[config.mk]
export PLATFORM = sky130hd
export DESIGN_NAME = uart_rx
export DESIGN_NICKNAME = d
export VERILOG_FILES = /design/src/rtl/uart_rx_pkg.sv /design/src/rtl/uart_rx_sampler.sv /design/src/rtl/uart_rx.sv
export SDC_FILE = /design/constraint.sdc
export NUM_CORES = 1
export LEC_CHECK = 0
export ABC_CLOCK_PERIOD_IN_PS = 4500
export CAP_MARGIN = 0
export CORE_UTILIZATION = 55
export DETAILED_ROUTE_END_ITERATION = 7
export PLACE_DENSITY = 0.77
export SLEW_MARGIN = 20
export SYNTH_ARGS = -nofsm -noshare
export SYNTH_HDL_FRONTEND = slang
export SYNTH_SLANG_ARGS = --single-unit
[constraint.sdc]
create_clock -name CLK -period 4.5 [get_ports CLK]
set_input_delay 0.9 -clock CLK [delete_from_list [all_inputs] [get_ports CLK]]
set_output_delay 0.9 -clock CLK [all_outputs]
set_load 0.02 [all_outputs]
[src/rtl/uart_rx_pkg.sv]
// Shared definitions for the UART receiver: FSM states, legal oversampling
// ratios, the parity-type encoding used by both UART_TX and UART_RX, and the
// 3-point majority vote helper.
package uart_rx_pkg;

  typedef enum logic [2:0] {
    IDLE,
    START,
    DATA,
    PARITY,
    STOP
  } rx_state_t;

  // Legal oversampling ratios; anything else is a system error.
  localparam int PRESCALE_8  = 8;
  localparam int PRESCALE_16 = 16;
  localparam int PRESCALE_32 = 32;

  // Parity type encoding shared with UART_TX.
  localparam logic PAR_EVEN = 1'b0;
  localparam logic PAR_ODD  = 1'b1;

  // Majority of three samples; a single corrupted sample cannot flip a bit.
  function automatic logic majority3(input logic a, input logic b, input logic c);
    return (a & b) | (a & c) | (b & c);
  endfunction

endpackage

[src/rtl/uart_rx_sampler.sv]
// Per-bit timing for the UART receiver: counts oversampling edges within a
// bit, takes three samples around the bit centre and registers their majority.
// bit_val is valid from the cycle sample_done is high until the next vote.
module uart_rx_sampler
  import uart_rx_pkg::*;
#(
  parameter int PRESCALE_WD = 6
) (
  input  logic                   clk,
  input  logic                   rst,
  input  logic                   rx_s,
  input  logic                   start,
  input  logic                   active,
  input  logic [PRESCALE_WD-1:0] prescale,
  output logic                   edge_last,
  output logic                   bit_val,
  output logic                   sample_done
);

  localparam logic [PRESCALE_WD-1:0] ONE = PRESCALE_WD'(1);

  logic [PRESCALE_WD-1:0] edge_cnt;
  logic [PRESCALE_WD-1:0] half;
  logic [PRESCALE_WD-1:0] half_m1;
  logic [PRESCALE_WD-1:0] half_p1;
  logic [PRESCALE_WD-1:0] last_edge;
  logic                   s_early;
  logic                   s_mid;

  assign half      = prescale >> 1;
  assign half_m1   = half - ONE;
  assign half_p1   = half + ONE;
  assign last_edge = prescale - ONE;
  assign edge_last = active && (edge_cnt == last_edge);

  // Edge counter: the start-detect cycle is edge 0, so the first counted
  // cycle inside START is edge 1; wraps to 0 at the end of every bit.
  always_ff @(posedge clk or posedge rst) begin
    if (rst) begin
      edge_cnt <= '0;
    end else if (start) begin
      edge_cnt <= ONE;
    end else if (!active || edge_last) begin
      edge_cnt <= '0;
    end else begin
      edge_cnt <= edge_cnt + ONE;
    end
  end

  // Three samples around the bit centre; the vote is registered on the third.
  always_ff @(posedge clk or posedge rst) begin
    if (rst) begin
      s_early     <= 1'b1;
      s_mid       <= 1'b1;
      bit_val     <= 1'b1;
      sample_done <= 1'b0;
    end else begin
      sample_done <= 1'b0;
      if (active) begin
        if (edge_cnt == half_m1) s_early <= rx_s;
        if (edge_cnt == half)    s_mid   <= rx_s;
        if (edge_cnt == half_p1) begin
          bit_val     <= majority3(s_early, s_mid, rx_s);
          sample_done <= 1'b1;
        end
      end
    end
  end

endmodule

[src/rtl/uart_rx.sv]
// Oversampling UART receiver. Synchronizes RX_IN, walks a start/data/parity/
// stop FSM on the reference clock and reports each frame with one-cycle
// pulses.
//
// Output handshake: DATA_VLD is a one-cycle valid with no ready; the consumer
// must take P_DATA in the cycle DATA_VLD is high. P_DATA then holds until the
// next good frame. PAR_ERR/STP_ERR pulse in the same evaluation cycle and
// never coincide with DATA_VLD.
module uart_rx
  import uart_rx_pkg::*;
#(
  parameter int DATA_WD     = 8,
  parameter int PRESCALE_WD = 6
) (
  input  logic                   CLK,
  input  logic                   RST,
  input  logic                   RX_IN,
  input  logic [PRESCALE_WD-1:0] PRESCALE,
  input  logic                   PAR_EN,
  input  logic                   PAR_TYP,
  output logic [DATA_WD-1:0]     P_DATA,
  output logic                   DATA_VLD,
  output logic                   PAR_ERR,
  output logic                   STP_ERR
);

  localparam int BIT_CNT_WD = (DATA_WD > 1) ? $clog2(DATA_WD) : 1;
  localparam logic [BIT_CNT_WD-1:0] LAST_BIT = BIT_CNT_WD'(DATA_WD - 1);
  localparam logic [BIT_CNT_WD-1:0] BIT_ONE  = BIT_CNT_WD'(1);

  rx_state_t              state;
  rx_state_t              next_state;

  logic                   sync_q;
  logic                   rx_s;
  logic [PRESCALE_WD-1:0] p_lat;
  logic                   par_en_lat;
  logic                   par_typ_lat;
  logic [BIT_CNT_WD-1:0]  bit_cnt;
  logic [DATA_WD-1:0]     shift_reg;
  logic                   par_bad;
  logic                   exp_par;

  logic                   start_det;
  logic                   active;
  logic                   edge_last;
  logic                   bit_val;
  logic                   sample_done;
  logic                   frame_done;
  logic                   shift_en;
  logic                   bit_adv;
  logic                   par_chk;

  assign start_det = (state == IDLE) && !rx_s;
  assign active    = (state != IDLE);
  assign exp_par   = (^shift_reg) ^ (par_typ_lat == PAR_ODD);

  // Two-flop synchronizer; resets to the idle-high line level.
  always_ff @(posedge CLK or posedge RST) begin
    if (RST) begin
      sync_q <= 1'b1;
      rx_s   <= 1'b1;
    end else begin
      sync_q <= RX_IN;
      rx_s   <= sync_q;
    end
  end

  uart_rx_sampler #(
    .PRESCALE_WD (PRESCALE_WD)
  ) u_sampler (
    .clk         (CLK),
    .rst         (RST),
    .rx_s        (rx_s),
    .start       (start_det),
    .active      (active),
    .prescale    (p_lat),
    .edge_last   (edge_last),
    .bit_val     (bit_val),
    .sample_done (sample_done)
  );

  // FSM state register.
  always_ff @(posedge CLK or posedge RST) begin
    if (RST) state <= IDLE;
    else     state <= next_state;
  end

  // Next-state logic and per-state datapath strobes.
  always_comb begin
    next_state = state;
    frame_done = 1'b0;
    shift_en   = 1'b0;
    bit_adv    = 1'b0;
    par_chk    = 1'b0;
    case (state)
      IDLE: begin
        if (!rx_s) next_state = START;
      end
      START: begin
        // A start bit that votes high was a glitch: drop it silently.
        if (edge_last) next_state = bit_val ? IDLE : DATA;
      end
      DATA: begin
        shift_en = sample_done;
        bit_adv  = edge_last;
        if (edge_last && (bit_cnt == LAST_BIT)) begin
          next_state = par_en_lat ? PARITY : STOP;
        end
      end
      PARITY: begin
        par_chk = sample_done;
        if (edge_last) next_state = STOP;
      end
      STOP: begin
        frame_done = edge_last;
        if (edge_last) next_state = IDLE;
      end
      default: next_state = IDLE;
    endcase
  end

  // Frame configuration capture, bit counting, shifting and parity check.
  always_ff @(posedge CLK or posedge RST) begin
    if (RST) begin
      p_lat       <= PRESCALE_WD'(PRESCALE_8);
      par_en_lat  <= 1'b0;
      par_typ_lat <= PAR_EVEN;
      bit_cnt     <= '0;
      shift_reg   <= '0;
      par_bad     <= 1'b0;
    end else begin
      if (start_det) begin
        p_lat       <= PRESCALE;
        par_en_lat  <= PAR_EN;
        par_typ_lat <= PAR_TYP;
        bit_cnt     <= '0;
        par_bad     <= 1'b0;
      end
      if (shift_en) shift_reg <= {bit_val, shift_reg[DATA_WD-1:1]};
      if (bit_adv)  bit_cnt   <= bit_cnt + BIT_ONE;
      if (par_chk)  par_bad   <= (bit_val != exp_par);
    end
  end

  // Frame evaluation: pulses appear the cycle after the last stop-bit edge.
  always_ff @(posedge CLK or posedge RST) begin
    if (RST) begin
      P_DATA   <= '0;
      DATA_VLD <= 1'b0;
      PAR_ERR  <= 1'b0;
      STP_ERR  <= 1'b0;
    end else begin
      DATA_VLD <= 1'b0;
      PAR_ERR  <= 1'b0;
      STP_ERR  <= 1'b0;
      if (frame_done) begin
        STP_ERR <= !bit_val;
        PAR_ERR <= par_bad;
        if (bit_val && !par_bad) begin
          DATA_VLD <= 1'b1;
          P_DATA   <= shift_reg;
        end
      end
    end
  end

endmodule

## After elaboration in Yosys (flattened, before gate mapping)

Index checks and enable logic that the tools add are counted.

| storage, ports and cells | value |
|---|---|
| bits of input ports | 11 |
| output and inout bits | 11 |
| flip-flop bits (word level) | 46 |

| cells by class | value |
|---|---|
| reduce and logical (&&, ||, !) cells | 19 |
| $add $sub $neg | 5 |
| bitwise logic cells | 6 |
| equality and inequality tests | 15 |
| muxes and demuxes | 24 |

Operators with widths:

| kind | count |
|---|---|
| $mux 3 | 8 |
| $eq 6x6->1 | 3 |
| $pmux 3 s5 | 1 |
| $mux 1 | 12 |
| $mux 6 | 2 |
| $ne 2x2->1 const B | 5 |
| $reduce_and 2->1 | 4 |
| $reduce_xor 8->1 | 1 |
| $add 5x1->6 const B | 1 |
| $add 6x1->6 const B | 1 |
| $eq 3x2->1 const B | 2 |
| $eq 3x3->1 const B | 2 |
| $eq 6x5->1 | 1 |
| $sub 5x1->6 const B | 1 |
| $sub 6x1->6 const B | 1 |
| $reduce_and 5->1 | 1 |
| $logic_and 1x1->1 | 4 |
| $logic_not 1->1 | 4 |
| $reduce_bool 2->1 | 2 |
| $add 3x1->3 const B | 1 |
| $and 1x1->1 | 3 |
| $eq 3x1->1 const B | 1 |
| $logic_not 3->1 | 1 |
| $reduce_bool 3->1 | 1 |
| other kinds (5) | 6 |

## Logic depth before layout (Yosys ltp)

Gate-level depths: netlist of run 1.

| depth | value |
|---|---|
| word-level depth | 6 |
| gate-level depth with buffers | 9 |

## Modules after synthesis

A second synthesis of run 1 with hierarchy kept.

| unflattened totals | value |
|---|---|
| cells, all modules | 203 |
| area total of the unflattened synthesis | 2506.2 um2 |

By module, submodules not included:

| module | area an instance (um2) | times used | cells each |
|---|---|---|---|
| uart_rx | 1555.2 | 1 | 108 |
| uart_rx_sampler | 950.9 | 1 | 95 |

## Worst setup path before layout of run 1

OpenSTA, ideal clock, no wires.

| timing | value |
|---|---|
| path type | flip-flop to flip-flop |
| from | register p_lat[2] |
| to | register P_DATA[0] |
| period minus slack after synthesis | 2.098 ns |
| arrival | 1.973 ns |
| setup slack | 2.402 ns |
| stages on the path, launching flop included | 9 |
| buffers on the path | 1 |
| cell sequence | dfrtp_1 > buf_6 > inv_1 > ha_1 > a21bo_2 > o21ai_0 > nand2_1 > nand3_2 > mux2_2 |

| on the way | value |
|---|---|
| cells in the longest elaborated chain, start to end | 5 |

Ends and longest elaborated chain:

| what | RTL line | text |
|---|---|---|
| from (decl) | uart_rx.sv:36 | `logic [PRESCALE_WD-1:0] p_lat;` |
| from (signal assigned) | uart_rx.sv:126 | `p_lat <= PRESCALE_WD'(PRESCALE_8);` |
| $sub 6x1->6 | uart_rx_sampler.sv:33 | `assign last_edge = prescale - ONE;` |
| $eq 6x6->1 | uart_rx_sampler.sv:34 | `assign edge_last = active && (edge_cnt == last_edge);` |
| $logic_and 1x1->1 | uart_rx_sampler.sv:34 |  |
| $mux 1 | uart_rx.sv:96 | `case (state)` |
| $reduce_and 2->1 (no line) | n/a |  |
| to (signal assigned) | uart_rx.sv:162 | `P_DATA <= shift_reg;` |
| to (decl) | uart_rx.sv:21 | `output logic [DATA_WD-1:0] P_DATA,` |

No other way between the ends.
A chain may end at the register's enable or synchronous reset.

## Worst setup path in the final report of run 1

| timing | value |
|---|---|
| from | register p_lat[1] |
| to | register P_DATA[0] |

Same word-level chain as after synthesis.

==> impl_metrics.tcl, run 1 <==
set metrics [dict create \
    status "finished clean" \
    hold_class "reg2reg" \
    io_pins 22 \
    crit_chain "inv_1, ha_1, a21bo_2, o21ai_0, nand2_1, nand3_2, mux2_2" \
    clk-insertion-delay-late_ns 0.30 \
    combPwrFrac_pct 42.9 \
    start_kind "flop" \
    fill_cells 347 \
    reg2reg_depth 7 \
    gp_congestion 0.8726 \
    grt_pass1_wl_mm 7.355 \
    cts-root-buf "clkbuf_8" \
    wl_mm 4.354 \
    syn_area_per_cell_um2 11.35 \
    fin_skew_ns 0.007075 \
    ctsResizeCount 0 \
    nets 253 \
    setup_viol_count_final 0 \
    die_area_um2 4749 \
    cpPeakStageDelay_ns 0.46 \
    h-tree-depth 2 \
    worst_slew_pin_slew_ns 0.9028 \
    vias 1617 \
    leakagePower_nw 1.197 \
    ys_warn_count 0 \
    crit_family "compound AO/OA/AOI/OAI gates" \
    ys_seq_area_share_pct 47.05 \
    crit_path_end_kind "flop" \
    cts-buffers-inserted 5 \
    period_minus_slack_ns 2.349 \
    preCtsSetupSlack_ns 2.160 \
    critical_path_buf_inv_count 1 \
    final_cell_mix "dfrtp_1 (40), mux2_2 (25), clkdlybuf4s50_1 (21)" \
    place_hpwl_mm 3.184 \
    clockBufferDepth 2 \
    area.growth.synth_to_final_pct 12.09 \
    layout_commonest_cell "dfrtp_1" \
    ys_seq_elements 46 \
    vias_per_cell 5.654 \
    cp_slowest_cell "dfrtp_1" \
    power_per_cell_area_nw_per_um2 581.4 \
    postRouteAntennaNets 0 \
    grt-ovfl-total 0 \
    portBuffers 21 \
    grt_pass1_vias 1565 \
    wl_met1_mm 2.100 \
    max_freq_mhz 425.7 \
    r2r-start "p_lat[1]" \
    drc 0 \
    total_power_w 0.001605 \
    drt_iter0_markers 116 \
    clkSlewWorstSetupHoldPaths_ns 0.08 \
    syn_area_um2 2462 \
    swShare_pct 40.92 \
    place_area_um2 2670 \
    async_reset_ff_share_pct 100.0 \
    tns_ns 0 \
    finalCritPeriodShare_pct 52.20 \
    antenna_cells 0 \
    p_switching_w 0.0006566 \
    setup.worst_path.start "p_lat[1]" \
    drive_above_1_share_pct 21.19 \
    critPathKind "reg2reg" \
    dominantRegCellSynth "dfrtp_1" \
    power_frac_seq_pct 41.8 \
    routed-wl-met3_um 182 \
    intPower_w 0.0009481 \
    r2r_slack_ns 2.15 \
    hold_viol_final 0 \
    clock_power_share_pct 15.4 \
    topRoutingLayerUsed "met4" \
    drt_first_pass_iters 4 \
    fin_ws_ns 2.151 \
    synth_edf_count 0 \
    rsz0062_at_grt "no" \
    synth_cells 217 \
    antenna_found_initial 0 \
    cts_tree "done" \
    wl_per_cell_um 15.22 \
    slew_viol_final 0 \
    critPathMaxFanout 8 \
    max_slew_margin_pct 39.72 \
    min-delay-start "sync_q" \
    coreArea_um2 4144 \
    path_depth 7 \
    cts_setup_buffers 0 \
    cts_sinks 46 \
    die-height_um 68.91 \
    post-route-cell-area_um2 2760 \
    met2_wirelength_mm 1.997 \
    worstPathArrival_ns 2.54 \
    required_ns 4.69 \
    max_cap_viol_count 0 \
    max-vdd-ir-drop_mv 0.3331 \
    syn-num-nets 235 \
    fp-row-count 23 \
    hold_buffers 0 \
    die_x_um 68.91 \
    cp-endpoint "P_DATA[0]" \
    grt_start_max_net_pins 47 \
    ys_types 48 \
    initial_core_util_pct 59.42 \
    track_usage_pct 21.42 \
    reg2reg_to "P_DATA[0]" \
]
-- how the worst min path moves through the flow --
stage,end,slack (ns),cells past startpoint
after global placement,rx_s,0.35,0
after CTS,rx_s,0.36,0
final,rx_s,0.36,0
after global routing,rx_s,0.37,0
after floorplan,rx_s,0.35,0
after detailed placement,rx_s,0.35,0
-- kinds of logic after synthesis --
kind of cell | after synthesis | synth area share [%]
simple gates | 66 | 14.99
xor+xnor | 30 | 10.98
mux | 27 | 12.25
flops | 46 | 47.05
compound gates | 25 | 7.368
fa+ha+maj | 8 | 3.963
buf+inv | 15 | 3.404
-- cells in the mapped netlist, types with 3 or more instances --
cell,number,share of area (%)
xor2_1,10,3.6
inv_1,5,0.76
mux2_2,25,11
a21oi_1,3,0.61
nand2_1,12,1.8
and3_1,3,0.76
ha_1,7,3.6
nand3_1,10,2.0
o21ai_0,8,1.6
nor3_1,8,1.6
xnor2_1,19,6.8
nor2_1,7,1.1
buf_2,4,0.81
dfstp_2,6,6.4
dfrtp_1,40,41
and2_1,5,1.3
-- final cells by class --
class	instances	area (um2)	share of cell area, %
multi-input combinational	156	1220	44.20
sequential	46	1159	41.98
timing repair buffer	21	210.2	7.616
clock buffer	5	68.82	2.493
tap	50	62.56	2.267
clock inverter	3	21.27	0.7706
inverter	5	18.77	0.6800
-- per-stage QoR --
stage,instances,utilization (%),hold WS (ns)
floorplan,217,-,0.3452
finish,286,66.61,0.3598
global placement,278,64.43,0.3466
CTS,286,66.61,0.3602
detailed placement,278,64.43,0.3478
global route,286,66.61,0.3683
-- per-layer routing --
metal / vias up / track usage (%)
met5: - / 0
li1: 792 / -
met2: 37 / 32.28
met3: 9 / 5.592
met4: 0 / 6.888
met1: 779 / 29.91
-- power by group through the flow --
| stage | registers [W] | clock network [W] | logic [W] |
|---|---|---|---|
| CTS | 0.000668 | 0.000257 | 0.000687 |
| global route | 0.000687 | 0.000270 | 0.000763 |
| detailed placement | 0.000677 | 0 | 0.000680 |
| finish | 0.000670 | 0.000247 | 0.000688 |
| global placement | 0.000671 | 0 | 0.000678 |
| floorplan | 0.000587 | 0 | 0.000666 |
Power figures use the tool's default switching activity.
==> inputs of run 2 (changes only) <==
--- a/config.mk
+++ b/config.mk
@@ -5,7 +5,7 @@
 export SDC_FILE = /design/constraint.sdc
 export NUM_CORES = 1
 export LEC_CHECK = 0
-export ABC_CLOCK_PERIOD_IN_PS = 4500
+export ABC_CLOCK_PERIOD_IN_PS = 2380
 export CAP_MARGIN = 0
 export CORE_UTILIZATION = 55
 export DETAILED_ROUTE_END_ITERATION = 7
==> constraint.sdc (replaced) <==
create_clock -name CLK -period 2.38 [get_ports CLK]
set_input_delay 0.476 -clock CLK [delete_from_list [all_inputs] [get_ports CLK]]
set_output_delay 0.476 -clock CLK [all_outputs]
set_load 0.02 [all_outputs]
==> impl_metrics.tcl, run 2 (synthesis gave the netlist of run 1 again) <==
set metrics [dict create \
    status "finished clean" \
    fin_skew_ns 0.004842 \
    place_hpwl_mm 3.246 \
    vias 1649 \
    leakagePower_nw 1.256 \
    cts_setup_buffers 0 \
    topRoutingLayerUsed "met4" \
    grt_start_max_net_pins 21 \
    critical_path_buf_inv_count 1 \
    reg2reg_depth 7 \
    wl_mm 4.531 \
    rsz0062_at_grt "no" \
    max_freq_mhz 452.6 \
    grt-ovfl-total 0 \
    drc 0 \
    wl_met1_mm 2.228 \
    start_kind "flop" \
    slew_viol_final 0 \
    hold_ws_ns 0.3585 \
    required_ns 2.62 \
    drive_above_1_share_pct 23.46 \
    power_per_cell_area_nw_per_um2 1155 \
    hold_class "reg2reg" \
    intPower_w 0.002050 \
    crit_path_end_kind "flop" \
    grt_pass1_wl_mm 7.555 \
    hold_buffers 0 \
    clockBufferDepth 2 \
    postRouteAntennaNets 0 \
    met2_wirelength_mm 2.096 \
    period_minus_slack_ns 2.209 \
    area.growth.synth_to_final_pct 16.16 \
    critPathKind "reg2reg" \
    finalCritPeriodShare_pct 92.84 \
    drt_first_pass_iters 4 \
    final_cell_mix "dfrtp_1 (40), mux2_2 (25), clkdlybuf4s50_1 (21)" \
    setup_viol_count_final 0 \
    antenna_cells 0 \
    fp-row-count 23 \
    antenna_found_initial 0 \
    swShare_pct 37.97 \
    gp_congestion 0.9178 \
    routed-wl-met3_um 152 \
    clkSlewWorstSetupHoldPaths_ns 0.08 \
    cts-buffers-inserted 5 \
    hold_viol_final 0 \
    whs_path_depth 0 \
    io_pins 22 \
    nets 260 \
    cts_tree "done" \
    max-vdd-ir-drop_mv 0.7329 \
    clk-insertion-delay-late_ns 0.30 \
    wl_per_cell_um 15.46 \
    crit_family "simple AND/OR/NAND/NOR gates" \
    clock_power_share_pct 20.8 \
    total_power_w 0.003305 \
    r2r_slack_ns 0.17 \
    cts_sinks 46 \
    min-delay-start "sync_q" \
    reg2reg_to "PAR_ERR" \
    max_cap_viol_count 0 \
    r2r-start "p_lat[1]" \
    h-tree-depth 2 \
    die_x_um 68.91 \
    cpPeakStageDelay_ns 0.38 \
    die-height_um 68.91 \
    cts-root-buf "clkbuf_8" \
    p_switching_w 0.001255 \
    drt_iter0_markers 124 \
    power_frac_seq_pct 37.2 \
    hold_end "rx_s" \
    cp_slowest_cell "dfrtp_1" \
    layout_commonest_cell "dfrtp_1" \
    worstPathArrival_ns 2.45 \
    worst_slew_pin_slew_ns 0.4247 \
    track_usage_pct 22.23 \
    path_depth 7 \
    coreArea_um2 4144 \
    combPwrFrac_pct 42.0 \
    utilization_pct 69.02 \
    grt_pass1_vias 1560 \
    die_area_um2 4749 \
    max_slew_margin_pct 71.63 \
    initial_core_util_pct 59.42 \
    vias_per_cell 5.628 \
    crit_chain "inv_1, ha_1, a21bo_2, or3_4, a211oi_1, and2_1, and3_1" \
    tns_ns 0 \
    critPathMaxFanout 7 \
    portBuffers 21 \
]
-- run 2: worst max-delay path by stage --
stage / start / to / slack, ns
after global placement: p_lat[1] / P_DATA[0] / 0.24
after floorplan: p_lat[2] / P_DATA[0] / 0.28
after global routing: p_lat[1] / PAR_ERR / 0.04
after CTS: p_lat[1] / P_DATA[0] / 0.17
after detailed placement: p_lat[1] / P_DATA[0] / 0.17
final: p_lat[1] / PAR_ERR / 0.17
-- run 2: repair_timing --
action	4_1_cts	5_1_grt
endpoints found under the setup margin	0	10
hold endpoints to repair	0	0
resized for setup	0	1
-- run 2: worst reg2reg max path: cells and delay by family (launching register included) --
kind,cells,cell delay (ns)
AND/OR/NAND/NOR,3,0.87
AO/OA/AOI/OAI,2,0.56
flip-flops,1,0.38
adder cells (fa/ha/maj),1,0.23
buffers and inverters,1,0.12
-- run 2: power groups by stage --
stage | logic, W | registers [W] | clock network [W]
global placement | 0.00135 | 0.00123 | 0
detailed placement | 0.00137 | 0.00123 | 0
finish | 0.00139 | 0.00123 | 0.000688
CTS | 0.00139 | 0.00122 | 0.000699
floorplan | 0.00126 | 0.00111 | 0
global route | 0.00154 | 0.00125 | 0.000731
-- run 2: layer usage --
metal  vias to the layer above  GRT usage (%)
met4                         0          6.888
met3                         5          4.276
met5                         -              0
met2                        34          33.37
li1                        810              -
met1                       800          32.28
-- run 2: layout make-up --
class	instances	area (um2)
timing repair buffer	28	262.8
tap	50	62.56
sequential	46	1159
clock buffer	5	68.82
clock inverter	3	68.82
multi-input combinational	156	1220
fill	318	1284
inverter	5	18.77
-- run 2: through the flow --
step / cell area [um2] / std cells / setup WS (ns)
floorplan: 2462 / 217 / 0.2825
global placement: 2723 / 285 / 0.2439
detailed placement: 2723 / 285 / 0.1687
CTS: 2860 / 293 / 0.1695
global route: 2860 / 293 / 0.04177
finish: 2860 / 293 / 0.1705
==> inputs of run 3 (changes only) <==
--- a/config.mk
+++ b/config.mk
@@ -6,7 +6,6 @@
 export NUM_CORES = 1
 export LEC_CHECK = 0
 export ABC_CLOCK_PERIOD_IN_PS = 2380
-export CAP_MARGIN = 0
 export CORE_UTILIZATION = 55
 export DETAILED_ROUTE_END_ITERATION = 7
 export PLACE_DENSITY = 0.77
==> results of run 3 <==
No change in the layout: final DEF, timing and power equal those of run 2.
